===== config.mk =====
export PLATFORM = sky130hd
export DESIGN_NAME = card_deal_scheduler
export DESIGN_NICKNAME = d
export VERILOG_FILES = /design/src/rtl/card_deal_scheduler.sv
export SDC_FILE = /design/constraint.sdc
export NUM_CORES = 1
export LEC_CHECK = 0
export CORE_MARGIN = 1
export CORE_UTILIZATION = 35
export CTS_BUF_LIST = sky130_fd_sc_hd__clkbuf_4
export DETAILED_ROUTE_END_ITERATION = 16
export PLACE_DENSITY = 0.6
export SYNTH_ARGS = -nofsm -noshare
export SYNTH_HDL_FRONTEND = slang
export SYNTH_SLANG_ARGS = --single-unit

===== constraint.sdc =====
create_clock -name clock_i -period 1.35 [get_ports clock_i]
set_input_delay 0.27 -clock clock_i [delete_from_list [all_inputs] [get_ports clock_i]]
set_output_delay 0.27 -clock clock_i [all_outputs]
set_load 0.02 [all_outputs]

===== src/rtl/card_deal_scheduler.sv =====
// Card deal scheduler: round-robin arbitration between player and dealer requests,
// one card fetched per grant from an external card memory, invalid slots skipped.
module card_deal_scheduler #(
  parameter int DECK_SIZE = 52,
  parameter int ADDR_W    = 6
) (
  input  logic              clock_i,
  input  logic              reset_ni,
  input  logic              player_req_i,
  input  logic              dealer_req_i,
  input  logic              shuffle_i,
  input  logic [3:0]        mem_data_i,
  output logic [ADDR_W-1:0] mem_addr_o,
  output logic              mem_rd_o,
  output logic [3:0]        card_out_o,
  output logic              player_grant_o,
  output logic              dealer_grant_o,
  output logic [ADDR_W-1:0] cards_left_o,
  output logic              deck_empty_o,
  output logic              bad_card_o
);

  localparam logic [ADDR_W-1:0] DECK_FULL = ADDR_W'(DECK_SIZE);
  localparam logic [ADDR_W-1:0] DECK_LAST = ADDR_W'(DECK_SIZE - 1);

  typedef enum logic [1:0] {
    S_IDLE,
    S_FETCH,
    S_WAIT,
    S_DELIVER
  } state_e;

  state_e            state_q, state_d;
  logic [ADDR_W-1:0] deck_ptr_q, deck_ptr_d;
  logic [ADDR_W-1:0] cards_left_q, cards_left_d;
  logic              deck_empty_q, deck_empty_d;
  logic [3:0]        card_q, card_d;
  logic              bad_card_q, bad_card_d;
  logic              shuffle_pend_q, shuffle_pend_d;
  logic              owner_dealer_q, owner_dealer_d;  // 1: current card belongs to dealer
  logic              last_dealer_q, last_dealer_d;    // 1: dealer was served most recently
  logic              card_valid;

  assign card_valid = (mem_data_i != 4'd0) && (mem_data_i <= 4'd13);

  // NOTE: every variable gets its hold value first, so no path through the case can infer a latch.
  always_comb begin
    state_d        = state_q;
    deck_ptr_d     = deck_ptr_q;
    cards_left_d   = cards_left_q;
    deck_empty_d   = deck_empty_q;
    card_d         = card_q;
    bad_card_d     = bad_card_q;
    shuffle_pend_d = shuffle_pend_q | shuffle_i;
    owner_dealer_d = owner_dealer_q;
    last_dealer_d  = last_dealer_q;

    unique case (state_q)
      S_IDLE: begin
        // A shuffle (new or deferred) wins over arbitration and starts no fetch this cycle.
        if (shuffle_i || shuffle_pend_q) begin
          deck_ptr_d     = '0;
          cards_left_d   = DECK_FULL;
          deck_empty_d   = 1'b0;
          shuffle_pend_d = 1'b0;
        end else if ((player_req_i || dealer_req_i) && !deck_empty_q) begin
          owner_dealer_d = (player_req_i && dealer_req_i) ? !last_dealer_q : dealer_req_i;
          state_d        = S_FETCH;
        end
      end
      S_FETCH: state_d = S_WAIT;
      S_WAIT: begin
        if (!deck_empty_q) begin
          deck_ptr_d   = deck_ptr_q + 1'b1;
          cards_left_d = cards_left_q - 1'b1;
          deck_empty_d = (deck_ptr_q == DECK_LAST);
        end
        if (card_valid) begin
          card_d  = mem_data_i;
          state_d = S_DELIVER;
        end else begin
          bad_card_d = 1'b1;
          state_d    = (deck_ptr_q == DECK_LAST) ? S_IDLE : S_FETCH;
        end
      end
      S_DELIVER: begin
        last_dealer_d = owner_dealer_q;
        state_d       = S_IDLE;
      end
      default: state_d = S_IDLE;
    endcase
  end

  // NOTE: state registers use non-blocking assignments so all flops update together at the edge.
  always_ff @(posedge clock_i or negedge reset_ni) begin
    if (!reset_ni) begin
      state_q        <= S_IDLE;
      deck_ptr_q     <= '0;
      cards_left_q   <= DECK_FULL;
      deck_empty_q   <= 1'b0;
      card_q         <= '0;
      bad_card_q     <= 1'b0;
      shuffle_pend_q <= 1'b0;
      owner_dealer_q <= 1'b0;
      last_dealer_q  <= 1'b1;
    end else begin
      state_q        <= state_d;
      deck_ptr_q     <= deck_ptr_d;
      cards_left_q   <= cards_left_d;
      deck_empty_q   <= deck_empty_d;
      card_q         <= card_d;
      bad_card_q     <= bad_card_d;
      shuffle_pend_q <= shuffle_pend_d;
      owner_dealer_q <= owner_dealer_d;
      last_dealer_q  <= last_dealer_d;
    end
  end

  assign mem_addr_o     = deck_ptr_q;
  assign mem_rd_o       = (state_q == S_FETCH);
  assign card_out_o     = card_q;
  assign player_grant_o = (state_q == S_DELIVER) && !owner_dealer_q;
  assign dealer_grant_o = (state_q == S_DELIVER) && owner_dealer_q;
  assign cards_left_o   = cards_left_q;
  assign deck_empty_o   = deck_empty_q;
  assign bad_card_o     = bad_card_q;

endmodule


==> summary by stage <==
Timing
The clock tree skew after final layout is ~0.0055 ns. Across all setup checks in the final design, the least slack found is -0.180 ns. The actual transition at the worst max-transition pin is 0.274 ns.

For this run, the top clock speed supported by timing is 654 MHz. The number of slew-limit violations in the final report was 0. Setup repair after global routing could not meet its margin everywhere.

The number of endpoints failing setup at the final stage is 10. The final critical-path share of the clock period is 113%. Subtracting the final worst setup slack from the clock period gives 1.53 ns.

Measured against its own limit, the worst slew margin works out to 81.5%. The hold violation count in the final report is 0.

Die
The die covers 3410 um^2. The top-level port count is 30. Measured along the x axis, the die boundary spans 58.4 um. The height of the die is 58.4 um. The site row count is 20. The initial core utilization is approximately 37%. After floorplanning, the core was sized to cover 3030 um^2.

Clock tree
The maximum buffer depth of the clock tree is 2. The number of buffers created by CTS is 3. The total number of clock tree sinks is 23.

The clock edge transition at the registers on the reported setup and hold paths is 0.14 ns. The tree is rooted in a sky130_fd_sc_hd__clkbuf_4. The CTS H-tree depth is 1.

For the worst-skew pair, the clock arrives at the later sink with an insertion delay of between 0.3 and 0.4 ns. The CTS tree is built.

Synthesis
Counting flops with a built-in enable in the synthesized netlist gives 0. In this run, synthesis produced a sequential element count of 23. The synthesized netlist occupies a cell area of 1110 um^2. The number of warnings printed during yosys synthesis is 0. The proportion of synthesized chip area in sequential cells is 52.2%. After synthesis, the netlist uses 35 different library cells. For this run, asynchronously set or reset flops after synthesis account for 100%. Synthesis produced a netlist with a net count of 114. The average cell area after synthesis is 10.8 um^2. Among all flip-flop cells after synthesis, the most frequent one is sky130_fd_sc_hd__dfrtp_1. The post-synthesis cell count is 103.

Worst setup path
The number of cells on the worst reg-to-reg path is 4. The data required time of the critical path is 1.61 ns. The worst setup path is of the reg -> reg kind. The sort of element at the end of the critical path is a flip-flop.

The arrival time at the worst endpoint is between 1.5 and 2 ns. Of all nets on the critical path, the largest fanout is 5. The worst setup path is launched from a flip-flop.

Status
The final reports fail on setup timing. The run finished, with violations left.

Drt
Summed over all layers, the routed wires come to 3040 um. The number of iterations in the first detailed-routing pass is 4. The number of DRC markers after the initial detailed-route iteration is 16. In the routed design, unresolved DRC markers number 0. The routed layout has 1044 vias. The vias per cell is 4.95. The final antenna-violating net count is 0.

After detailed routing, the average wire length per cell comes to roughly 14 um.

Cells and area
The repair_antennas step left the layout with diodes totalling 0. The fraction of final layout cells sized beyond drive strength 1 is 49.7%. The number of standard cells in the layout, taps in and fillers out is 211.

In the layout the commonest cells are 25 x sky130_fd_sc_hd__buf_4, 17 x sky130_fd_sc_hd__dfrtp_1, 12 x sky130_fd_sc_hd__buf_6, 11 x sky130_fd_sc_hd__clkdlybuf4s15_1, 7 x sky130_fd_sc_hd__nor2_1. From synthesis to final layout, the design area changed by 70.1%. After filler insertion, the fill cell instance count of the layout stands at 242. For this run, the share of the core covered by cells in the final layout is 62.5%. The library cell used most frequently in the layout, excluding fill and tap cells, is sky130_fd_sc_hd__buf_4. The net count of the finished layout is 179.

Placed design
The estimated wirelength of the detail-placed design is 1980 um. The cell count after placement is 200. The placer's final routability congestion estimate is a little under 0.9. During placement, the flow inserted port buffers numbering 29.

Power
The design draws 3.86 mW. Power spread over the standard cell area amounts to 2040 nW/um^2. The peak ir drop on the vdd network is 1.30 mV. Summed over all cells, the static leakage comes to between 0.8 and 0.9 nW.

Global routing
The wire length of the first global-routing pass is 4920 um. Global routing used a little under a fifth of the available tracks across all layers. The leftover overflow at the end of global routing is 0. The busiest layer in global routing is met2. In the global route stage, met3 resource usage came out at between 2 and 3%. The met2 usage in global routing is between 30% and 40%. The via count of the first global-routing pass is 1021. The global routing usage on met1 is 24.5%.

The number of antenna violations at the first check in global routing is 0. Entering global routing, the biggest net connects 24 pins.

Run
The max-capacitance violation count is 0.

Worst hold path
The tightest min-delay check is of the in -> async type.
-- worst max-delay path, cell delays in order, from the launching register on --
cell and delay, ns:
sky130_fd_sc_hd__dfrtp_1 0.44, sky130_fd_sc_hd__buf_6 0.15, sky130_fd_sc_hd__or3b_4 0.41, sky130_fd_sc_hd__or3_1 0.34, sky130_fd_sc_hd__a21oi_2 0.13
-- kinds of logic after synthesis --
family	count (synthesis)	synth area share (%)
muxes	8	7.76
and+or+nand+nor	38	20.1
DFF	23	52.2
adders and majority gates	2	2.25
AOI/OAI and AO/OA	24	13.8
buffers and inverters	6	2.25
xor gates and xnor gates	2	1.58
-- path summary, 6_finish.rpt --
check	startpoint	to	slack (ns)
setup / recovery	state_q[0]$_DFFE_PN0P_	mem_addr_o[3]$_DFFE_PN0P_	-0.18
max in group asynchronous	reset_ni	cards_left_o[2]$_DFFE_PN1P_	0.85
min in group clock_i	mem_data_i[0]	card_out_o[0]$_DFFE_PN0P_	0.34
setup reg to reg	state_q[0]$_DFFE_PN0P_	mem_addr_o[3]$_DFFE_PN0P_	-0.18
hold reg to reg	bad_card_o$_DFFE_PN0P_	bad_card_o$_DFFE_PN0P_	0.48
hold / removal	reset_ni	shuffle_pend_q$_DFF_PN0_	0.28
-- state kept, by name, summed over array words and instances, names as in the netlist --
name            cells
deck_empty_o        1
mem_addr_o          6
owner_dealer_q      1
cards_left_o        6
state_q             2
bad_card_o          1
shuffle_pend_q      1
last_dealer_q       1
card_out_o          4
-- power by group --
| part | internal [mW] | leakage (nW) | total (mW) | switching, mW |
|---|---|---|---|---|
| Combinational | 1.23 | 0.552 | 2.38 | 1.15 |
| Clock | 0.111 | 0.0177 | 0.338 | 0.227 |
| Sequential | 0.957 | 0.279 | 1.14 | 0.184 |
-- synthesized netlist by cell type (all sizes together) (2+ instances only) --
cell type	instances	area (um^2)
dfrtp	19	475
nor2	10	37.5
o21ai	9	45.0
mux2	5	56.3
nand2	5	18.8
nand3	5	30.0
a21o	4	30.0
a21oi	4	20.0
dfstp	4	105
inv	4	15.0
mux2i	3	30.0
or3	3	18.8
and4bb	2	25.0
ha	2	25.0
nor2b	2	12.5
nor4	2	12.5
or2	2	12.5
xnor2	2	17.5
-- routing by layer --
layer  part of all wire (%)  wire [um]  up-vias
met2                     53       1620       25
met3                    3.2         97        4
met5                      0          0        -
met4                   0.82         25        0
li1                       -          -      506
met1                     43       1300      509
-- timing repair --
action                                  4_1_cts  5_1_grt
hold buffers                                  0        0
resized for setup                            69       41
hold endpoints to repair                      0        0
setup buffers                                 3        4
pin swaps                                     6       10
endpoints found under the setup margin       40       33
-- metrics by stage --
step / instance area (um^2) / hold slack, ns / setup slack (ns) / setup TNS, ns
3_5_place_dp: 1690 / 0.444 / -0.553 / -5.26
4_1_cts: 1770 / 0.279 / -0.203 / -1.02
5_1_grt: 1890 / 0.280 / -0.217 / -1.78
2_1_floorplan: 1140 / -0.0256 / -0.0419 / -0.235
6_report: 1890 / 0.276 / -0.180 / -0.801
3_3_place_gp: 1690 / 0.444 / -0.499 / -4.69
-- area by class of cell --
| class | instances | area [um^2] | area share [%] |
|---|---|---|---|
| Sequential cell | 23 | 583 | 30.8 |
| Clock buffer | 3 | 22.5 | 1.19 |
| Clock inverter | 1 | 5.00 | 0.265 |
| Tap cell | 44 | 55.1 | 2.91 |
| Multi-Input combinational cell | 74 | 652 | 34.5 |
| Inverter | 4 | 15.0 | 0.794 |
| Timing Repair Buffer | 62 | 559 | 29.6 |
No activity file was read; power rests on OpenSTA's default activity.
